[config.mk]
export PLATFORM = sky130hd
export DESIGN_NAME = mem_stage_ctrl_flat
export DESIGN_NICKNAME = d
export VERILOG_FILES = /design/src/rtl/mem_stage_ctrl_pkg.sv /design/src/rtl/mem_stage_ctrl_if.sv /design/src/rtl/mem_stage_ctrl_load_align.sv /design/src/rtl/mem_stage_ctrl.sv /design/src/flat_wrapper.sv
export SDC_FILE = /design/constraint.sdc
export NUM_CORES = 1
export LEC_CHECK = 0
export ABC_AREA = 1
export CAP_MARGIN = 10
export CORE_MARGIN = 1
export CORE_UTILIZATION = 35
export CTS_CLUSTER_SIZE = 24
export DETAILED_ROUTE_END_ITERATION = 7
export GPL_TIMING_DRIVEN = 0
export PLACE_DENSITY_LB_ADDON = 0.05
export REMOVE_ABC_BUFFERS = 1
export SLEW_MARGIN = 20
export SYNTH_ARGS = -nofsm -noshare
export SYNTH_HDL_FRONTEND = slang
export SYNTH_SLANG_ARGS = --single-unit
[constraint.sdc]
create_clock -name i_clk -period 4.08 [get_ports i_clk]
set_clock_uncertainty 0.1 [all_clocks]
set_input_delay 0.816 -clock i_clk [delete_from_list [all_inputs] [get_ports i_clk]]
set_output_delay 0.816 -clock i_clk [all_outputs]
set_load 0.1 [all_outputs]
[src/rtl/mem_stage_ctrl_pkg.sv]
// -----------------------------------------------------------------------------
// mem_stage_pkg
// Shared definitions for the MEM-stage access controller:
//   state_t         - controller FSM encoding (IDLE=0, REQ=1, DONE=2)
//   LANE_*          - big-endian byte-lane select codes (address bits [1:0])
//   TIMEOUT_DEFAULT - default request timeout in cycles
//   cnt_width()     - width of the timeout counter for a given TIMEOUT
// -----------------------------------------------------------------------------
package mem_stage_pkg;

   typedef enum logic [1:0] {
      ST_IDLE = 2'd0,
      ST_REQ  = 2'd1,
      ST_DONE = 2'd2
   } state_t;

   // Big-endian lanes: the lowest byte address holds the most significant byte.
   localparam logic [1:0] LANE_31_24 = 2'd0;
   localparam logic [1:0] LANE_23_16 = 2'd1;
   localparam logic [1:0] LANE_15_8  = 2'd2;
   localparam logic [1:0] LANE_7_0   = 2'd3;

   localparam int TIMEOUT_DEFAULT = 15;

   // Counter must be able to represent TIMEOUT itself.
   function automatic int cnt_width(input int timeout);
      return $clog2(timeout + 1);
   endfunction

endpackage

[src/rtl/mem_stage_ctrl_if.sv]
// -----------------------------------------------------------------------------
// mem_stage_ctrl_if
// Data-memory request/acknowledge bus between the MEM-stage controller
// (master) and a variable-latency data memory (slave).
//   mem_req   - request, held high until acknowledged or aborted
//   mem_we    - 1 = write, 0 = read
//   mem_addr  - word-aligned byte address
//   mem_wdata - write data
//   mem_ack   - acknowledge from memory
//   mem_rdata - read data, valid together with mem_ack
// -----------------------------------------------------------------------------
interface mem_stage_ctrl_if;

   logic        mem_req;
   logic        mem_we;
   logic [31:0] mem_addr;
   logic [31:0] mem_wdata;
   logic        mem_ack;
   logic [31:0] mem_rdata;

   modport master (
      output mem_req, mem_we, mem_addr, mem_wdata,
      input  mem_ack, mem_rdata
   );

   modport slave (
      input  mem_req, mem_we, mem_addr, mem_wdata,
      output mem_ack, mem_rdata
   );

endinterface

[src/rtl/mem_stage_ctrl_load_align.sv]
// -----------------------------------------------------------------------------
// load_align
// Combinational load formatter: picks a big-endian byte out of a memory word
// and sign- or zero-extends it, or passes the whole word through.
//   i_word     - 32-bit word returned by memory
//   i_addr_lsb - byte offset within the word
//   i_lb       - 1 = byte load, 0 = word load
//   i_ext      - byte load only: 1 = sign-extend, 0 = zero-extend
//   o_data     - formatted load result
// -----------------------------------------------------------------------------
module load_align
   import mem_stage_pkg::*;
(
   input  logic [31:0] i_word,
   input  logic [1:0]  i_addr_lsb,
   input  logic        i_lb,
   input  logic        i_ext,
   output logic [31:0] o_data
);

   logic [7:0] w_byte;

   always_comb begin
      w_byte = i_word[31:24];
      case (i_addr_lsb)
         LANE_31_24: w_byte = i_word[31:24];
         LANE_23_16: w_byte = i_word[23:16];
         LANE_15_8:  w_byte = i_word[15:8];
         LANE_7_0:   w_byte = i_word[7:0];
         default:    w_byte = i_word[31:24];
      endcase
   end

   always_comb begin
      o_data = i_word;
      if (i_lb) begin
         o_data = {{24{i_ext & w_byte[7]}}, w_byte};
      end
   end

endmodule

[src/rtl/mem_stage_ctrl.sv]
// -----------------------------------------------------------------------------
// mem_stage_ctrl
// MEM-stage access controller. Takes the EX/MEM register contents, runs one
// request/acknowledge transaction per load/store against a variable-latency
// data memory, stalls the pipeline meanwhile and returns formatted load data.
// Misaligned word accesses, read+write conflicts and timeouts pulse o_mem_error.
//   i_clk, i_rst      - clock, asynchronous active-high reset
//   i_mem_read        - load requested
//   i_mem_write       - store requested
//   i_lb              - byte load (ignored for stores)
//   i_load_extended   - byte load sign-extend (1) / zero-extend (0)
//   i_alu_result      - byte address
//   i_rd2             - store data
//   o_stall           - hold pipeline registers (combinational)
//   o_read_data       - load result, valid in DONE (registered)
//   o_mem_error       - one-cycle error pulse (registered)
//   mem_bus           - data-memory bus, master side
// -----------------------------------------------------------------------------
module mem_stage_ctrl
   import mem_stage_pkg::*;
#(
   parameter int TIMEOUT = TIMEOUT_DEFAULT
)(
   input  logic               i_clk,
   input  logic               i_rst,
   input  logic               i_mem_read,
   input  logic               i_mem_write,
   input  logic               i_lb,
   input  logic               i_load_extended,
   input  logic [31:0]        i_alu_result,
   input  logic [31:0]        i_rd2,
   output logic               o_stall,
   output logic [31:0]        o_read_data,
   output logic               o_mem_error,
   mem_stage_ctrl_if.master   mem_bus
);

   localparam int             CW        = cnt_width(TIMEOUT);
   localparam logic [CW-1:0]  TIMEOUT_C = CW'(TIMEOUT);

   state_t        r_state;
   state_t        w_state_next;
   logic [CW-1:0] r_cnt;
   logic [CW-1:0] w_cnt_inc;

   logic          r_mem_req;
   logic          r_mem_we;
   logic [31:0]   r_mem_addr;
   logic [31:0]   r_mem_wdata;
   logic          r_lb;
   logic          r_ext;
   logic [1:0]    r_addr_lsb;
   logic [31:0]   r_read_data;
   logic          r_mem_error;

   logic          w_access;
   logic          w_byte_load;
   logic          w_legal;
   logic          w_illegal;
   logic          w_stall;
   logic          w_launch;
   logic          w_ack_done;
   logic          w_timeout;
   logic          w_error_set;
   logic [31:0]   w_load_data;

   // Decode of the instruction currently sitting in EX/MEM.
   assign w_access    = i_mem_read ^ i_mem_write;
   assign w_byte_load = i_lb & i_mem_read & ~i_mem_write;
   // Byte loads may use any offset; everything else must be word aligned.
   assign w_legal     = w_access & (w_byte_load | (i_alu_result[1:0] == 2'b00));
   assign w_illegal   = (i_mem_read & i_mem_write) | (w_access & ~w_legal);

   always_comb begin
      w_state_next = r_state;
      w_stall      = 1'b0;
      w_launch     = 1'b0;
      w_ack_done   = 1'b0;
      w_timeout    = 1'b0;
      w_error_set  = 1'b0;
      w_cnt_inc    = r_cnt + CW'(1);
      case (r_state)
         ST_IDLE: begin
            if (w_legal) begin
               w_stall      = 1'b1;
               w_launch     = 1'b1;
               w_state_next = ST_REQ;
            end else if (w_illegal) begin
               w_error_set  = 1'b1;
            end
         end
         ST_REQ: begin
            w_stall = 1'b1;
            // Ack is checked first so an ack on the final cycle still wins.
            if (mem_bus.mem_ack) begin
               w_ack_done   = 1'b1;
               w_state_next = ST_DONE;
            end else if (w_cnt_inc == TIMEOUT_C) begin
               w_timeout    = 1'b1;
               w_error_set  = 1'b1;
               w_state_next = ST_DONE;
            end
         end
         ST_DONE: begin
            // EX/MEM advances on the negedge inside DONE, so IDLE sees the
            // next instruction and the finished access is not relaunched.
            w_state_next = ST_IDLE;
         end
         default: begin
            w_state_next = ST_IDLE;
         end
      endcase
   end

   always_ff @(posedge i_clk or posedge i_rst) begin
      if (i_rst) begin
         r_state <= ST_IDLE;
      end else begin
         r_state <= w_state_next;
      end
   end

   load_align u_load_align (
      .i_word     (mem_bus.mem_rdata),
      .i_addr_lsb (r_addr_lsb),
      .i_lb       (r_lb),
      .i_ext      (r_ext),
      .o_data     (w_load_data)
   );

   always_ff @(posedge i_clk or posedge i_rst) begin
      if (i_rst) begin
         r_mem_req   <= 1'b0;
         r_mem_we    <= 1'b0;
         r_mem_addr  <= '0;
         r_mem_wdata <= '0;
         r_lb        <= 1'b0;
         r_ext       <= 1'b0;
         r_addr_lsb  <= '0;
         r_read_data <= '0;
         r_mem_error <= 1'b0;
         r_cnt       <= '0;
      end else begin
         r_mem_error <= w_error_set;
         if (w_launch) begin
            r_mem_req   <= 1'b1;
            r_mem_we    <= i_mem_write;
            r_mem_addr  <= {i_alu_result[31:2], 2'b00};
            r_mem_wdata <= i_rd2;
            r_lb        <= w_byte_load;
            r_ext       <= i_load_extended;
            r_addr_lsb  <= i_alu_result[1:0];
            r_cnt       <= '0;
         end else if (r_state == ST_REQ) begin
            if (w_ack_done | w_timeout) begin
               r_mem_req <= 1'b0;
            end else begin
               r_cnt     <= w_cnt_inc;
            end
         end
         if (w_ack_done) begin
            r_read_data <= r_mem_we ? 32'd0 : w_load_data;
         end else if (w_timeout) begin
            r_read_data <= 32'd0;
         end
      end
   end

   assign o_stall           = w_stall;
   assign o_read_data       = r_read_data;
   assign o_mem_error       = r_mem_error;
   assign mem_bus.mem_req   = r_mem_req;
   assign mem_bus.mem_we    = r_mem_we;
   assign mem_bus.mem_addr  = r_mem_addr;
   assign mem_bus.mem_wdata = r_mem_wdata;

endmodule

[src/flat_wrapper.sv]
// flat-port wrapper written by rule: the top's interface ports become plain ports
module mem_stage_ctrl_flat import mem_stage_pkg::*;
#(
   parameter int TIMEOUT = TIMEOUT_DEFAULT
)
  (i_clk, i_rst, i_mem_read, i_mem_write, i_lb, i_load_extended, i_alu_result, i_rd2, o_stall, o_read_data, o_mem_error, mem_bus_mem_req, mem_bus_mem_we, mem_bus_mem_addr, mem_bus_mem_wdata, mem_bus_mem_ack, mem_bus_mem_rdata);
  mem_stage_ctrl_if mem_bus_i ();
  input  logic i_clk;
  input  logic i_rst;
  input  logic i_mem_read;
  input  logic i_mem_write;
  input  logic i_lb;
  input  logic i_load_extended;
  input  logic [31:0] i_alu_result;
  input  logic [31:0] i_rd2;
  output logic o_stall;
  output logic [31:0] o_read_data;
  output logic o_mem_error;
  output wire logic [$bits(mem_bus_i.mem_req)-1:0] mem_bus_mem_req;
  output wire logic [$bits(mem_bus_i.mem_we)-1:0] mem_bus_mem_we;
  output wire logic [$bits(mem_bus_i.mem_addr)-1:0] mem_bus_mem_addr;
  output wire logic [$bits(mem_bus_i.mem_wdata)-1:0] mem_bus_mem_wdata;
  input wire logic [$bits(mem_bus_i.mem_ack)-1:0] mem_bus_mem_ack;
  input wire logic [$bits(mem_bus_i.mem_rdata)-1:0] mem_bus_mem_rdata;
  assign mem_bus_mem_req = mem_bus_i.mem_req;
  assign mem_bus_mem_we = mem_bus_i.mem_we;
  assign mem_bus_mem_addr = mem_bus_i.mem_addr;
  assign mem_bus_mem_wdata = mem_bus_i.mem_wdata;
  assign mem_bus_i.mem_ack = mem_bus_mem_ack;
  assign mem_bus_i.mem_rdata = mem_bus_mem_rdata;
  mem_stage_ctrl #(.TIMEOUT(TIMEOUT)) u_core (.i_clk(i_clk), .i_rst(i_rst), .i_mem_read(i_mem_read), .i_mem_write(i_mem_write), .i_lb(i_lb), .i_load_extended(i_load_extended), .i_alu_result(i_alu_result), .i_rd2(i_rd2), .o_stall(o_stall), .o_read_data(o_read_data), .o_mem_error(o_mem_error), .mem_bus(mem_bus_i));
endmodule
==> results.md <==
- Routed vias/inst: 4.51
- Met2 WL: between 5 and 6 mm
- Root Driver: clkbuf_16
- Worst R2R End: u_core.o_read_data[17]
- Unique masters post-synth: 28
- Fill cells: ~1300
- Largest family of logic cells by synthesized area: simple AND/OR/NAND/NOR gates
- Fin crit share: between 90% and 100%
- Post-route ant nets: 0
- Post-Synth Simple-Gate Area: between 20 and 30%
- Vias in the first global route: 4110
- Delay-heaviest family, CP: buffers and inverters
- Share of layout cells above drive strength 1: 4.45%
- Initial DRC Count: 207
- Nets: 887
- GRT Total Usage: 18.4%
- Starting Density: a little over a third
- CP endpoint: o_stall
- Worst-path fanout max: 60
- Mux share of post-synthesis cell area: 0%
- Largest cells by area after synthesis: dfrtp_1 (54%), nand2_1 (10%), nand3_1 (8.2%)
- CTS tree: built
- CP peak stage delay: 0.58 ns
- Highest metal layer with signal wires: met4
- CTS Hold Bufs: 0
- GP Congestion: ~0.75
- Synth Area in Adders: 0.752%
- Number of synthesis warnings: 0
- Die area: 0.0147 sq mm
- GRT overflow: 0
- Yosys reg bits: 107
- Top cell type by total area after synthesis: dfrtp_1
- Critical path capture point type: output pin
- Synthesized area: 0.00499 sq mm
- Hold Fails Final Rpt: 0
- Htree depth: 3
- Post-Route Utilization: 53.0%
- Worst-margin pin slew: 1.03 ns
- Crit-path slowest cell: clkdlybuf4s15_2
- Crit path from: i_mem_read
- Final WL: roughly 13 mm
- Ports: 203
- Area growth from synthesis to layout: 47.6%
- Avg Cell Area, Syn: 8.26 sq um
- CTS Sinks: 107
- Fmax: 262 MHz
- DRC: 0
- Synth top area share: between 50% and 60%
- Final HPWL DP: 9.21 mm
- Pre-antenna DRT Iters: 4
- Initial antenna violation count: 0
- Hold Path Class: reg -> reg
- Hold depth: 2
- RSZ-0062 raised after global routing: no
- CTS Buf Count: 9
- Via count: 4358
- Die H: about 120 microns
- Critical Path RT: 3.16 ns
- Crit start category: input pin
- Cells along the critical path: clkdlybuf4s50_1 > ha_1 > nand3_4 > nand2_1 > clkdlybuf4s15_2
- R2R depth: 4
- Final slew viol count: 0
- Xor and xnor fraction of the mapped netlist area: 0%
- Status: finished, final reports clean
- Max-cap violations: 0
- Site Rows: 43
- Arrival time worst endpoint: 2.91 ns
- Ant. Diodes: 0
- Largest net degree at the start of global routing: 83
- Area fraction in compound gates after synthesis: 7.87%
- WS Path Type: in -> out
- Met1 WL: 5.84 mm
- Routed length per instance: roughly 14 microns
- WP depth: 5
- Flop2flop setup slack: 2.06 ns
- Register area share after synthesis: approximately 54%
- Clock transition at the registers of the reported paths: about 0.070 ns
- Routed met3 length: around 1.3 mm
- Placed cell area: about 0.007 sq mm
- Relative slew slack: just over 30%
- First-pass GRT wire length: about 21 mm
- Setup Viol. Count Final: 0
- Maximum buffer depth of the clock tree: 2
- Core area: around 0.014 sq mm
- Post-route design area: 0.00736 sq mm
- Buf+Inv Stages, Crit Path: 2
- Worst skew pair latency: 0.35 ns
- # Post-CTS Setup Buffers: 0
- Die width: 121 microns
- Min Clock Period, post-route: between 3 and 4 ns
- Post-Synthesis Cells: 604
- Worst r2r src: u_core.r_lb
- PortBufs: 200
==> layout by cell type (no fill, tap or decap), types with 3 or more instances in the layout <==
master	count
ha_1	3
nand3_4	3
inv_1	72
nand3_1	82
o21ai_1	17
nand4_1	8
inv_2	4
nand2_1	136
clkbuf_16	9
o21ai_0	52
nor2_1	64
a21oi_1	6
clkdlybuf4s50_1	199
dfrtp_1	106
==> metal layers <==
metal	vias up	global-route usage (%)
met4	0	5.79
li1	2245	-
met2	135	27.6
met3	10	8.13
met1	1968	23.5
met5	-	0
==> synth_stat cells <==
cell and instances:
clkbuf_1 8, nand3b_4 1, o21ai_2 1, nor2_2 2, a21oi_1 6, buf_4 5, clkbuf_2 1, ha_1 3
conb_1 1, nand3_2 2, o21ai_1 17, inv_1 73, or2_1 1, inv_4 1, nand3_4 2, o21ai_0 52
inv_2 4, buf_6 10, nand3b_1 1, dfrtp_1 107, buf_2 11, nand3_1 82, nor2_1 64, nor2_4 2
buf_1 2, a21oi_2 1, nand2_1 136, nand4_1 8
==> cell families after synthesis <==
group | count (synthesis)
compound gates | 77
buf+inv | 115
flops | 107
other cells | 1
simple gates | 301
fa+ha+maj | 3
==> how the worst min path moves through the flow <==
| stage | from | end | slack, ns |
|---|---|---|---|
| final | u_core.mem_bus.mem_wdata[13] | u_core.mem_bus.mem_wdata[13] | 0.38 |
| after global routing | u_core.mem_bus.mem_addr[18] | u_core.mem_bus.mem_addr[18] | 0.41 |
| after CTS | u_core.r_ext | u_core.r_ext | 0.38 |
| after detailed placement | u_core.r_ext | u_core.r_ext | 0.37 |
| after global placement | u_core.r_ext | u_core.r_ext | 0.36 |
| after floorplan | u_core.r_ext | u_core.r_ext | 0.35 |
==> final cells by class <==
cell class / count / area, sq um / share of cell area (%)
Inverter: 78 / 300 / 4.08
Sequential cell: 107 / 2680 / 36.4
Tap cell: 180 / 225 / 3.06
Multi-Input combinational cell: 383 / 1780 / 24.2
Timing Repair Buffer: 202 / 2060 / 28.0
Clock buffer: 12 / 246 / 3.35
Clock inverter: 4 / 73.8 / 1.00
==> registers in the layout (all words and copies together) (netlist names) <==
signal	flops
u_core.mem_bus.mem_wdata	32
u_core.o_read_data	32
u_core.mem_bus.mem_addr	30
u_core.r_cnt	4
u_core.r_addr_lsb	2
u_core.r_state	2
u_core.mem_bus.mem_req	1
u_core.mem_bus.mem_we	1
u_core.o_mem_error	1
u_core.r_ext	1
u_core.r_lb	1
==> metrics by stage <==
step,setup slack [ns],instances,hold slack [ns],TNS (ns)
2_1_floorplan,-0.512,568,0.345,-0.512
5_1_grt,0.0677,966,0.412,0
3_5_place_dp,-0.325,950,0.367,-0.325
6_report,0.259,966,0.383,0
3_3_place_gp,-1.83,948,0.363,-162.51
4_1_cts,0.233,966,0.384,0
==> worst reg2reg max path: cells and delay by family (launching register included) <==
family	cells	cell delay [ns]
buffers and inverters	1	0.22
DFF	1	0.64
and+or+nand+nor	3	0.99
==> what timing repair did <==
item,CTS,global route
resized for setup,3,0
hold endpoints to repair,0,0
endpoints found under the setup margin,1,0
Power is left out: the tool's default activity adds up to more than one toggle a clock period on the data nets, which glitch-free logic cannot reach.
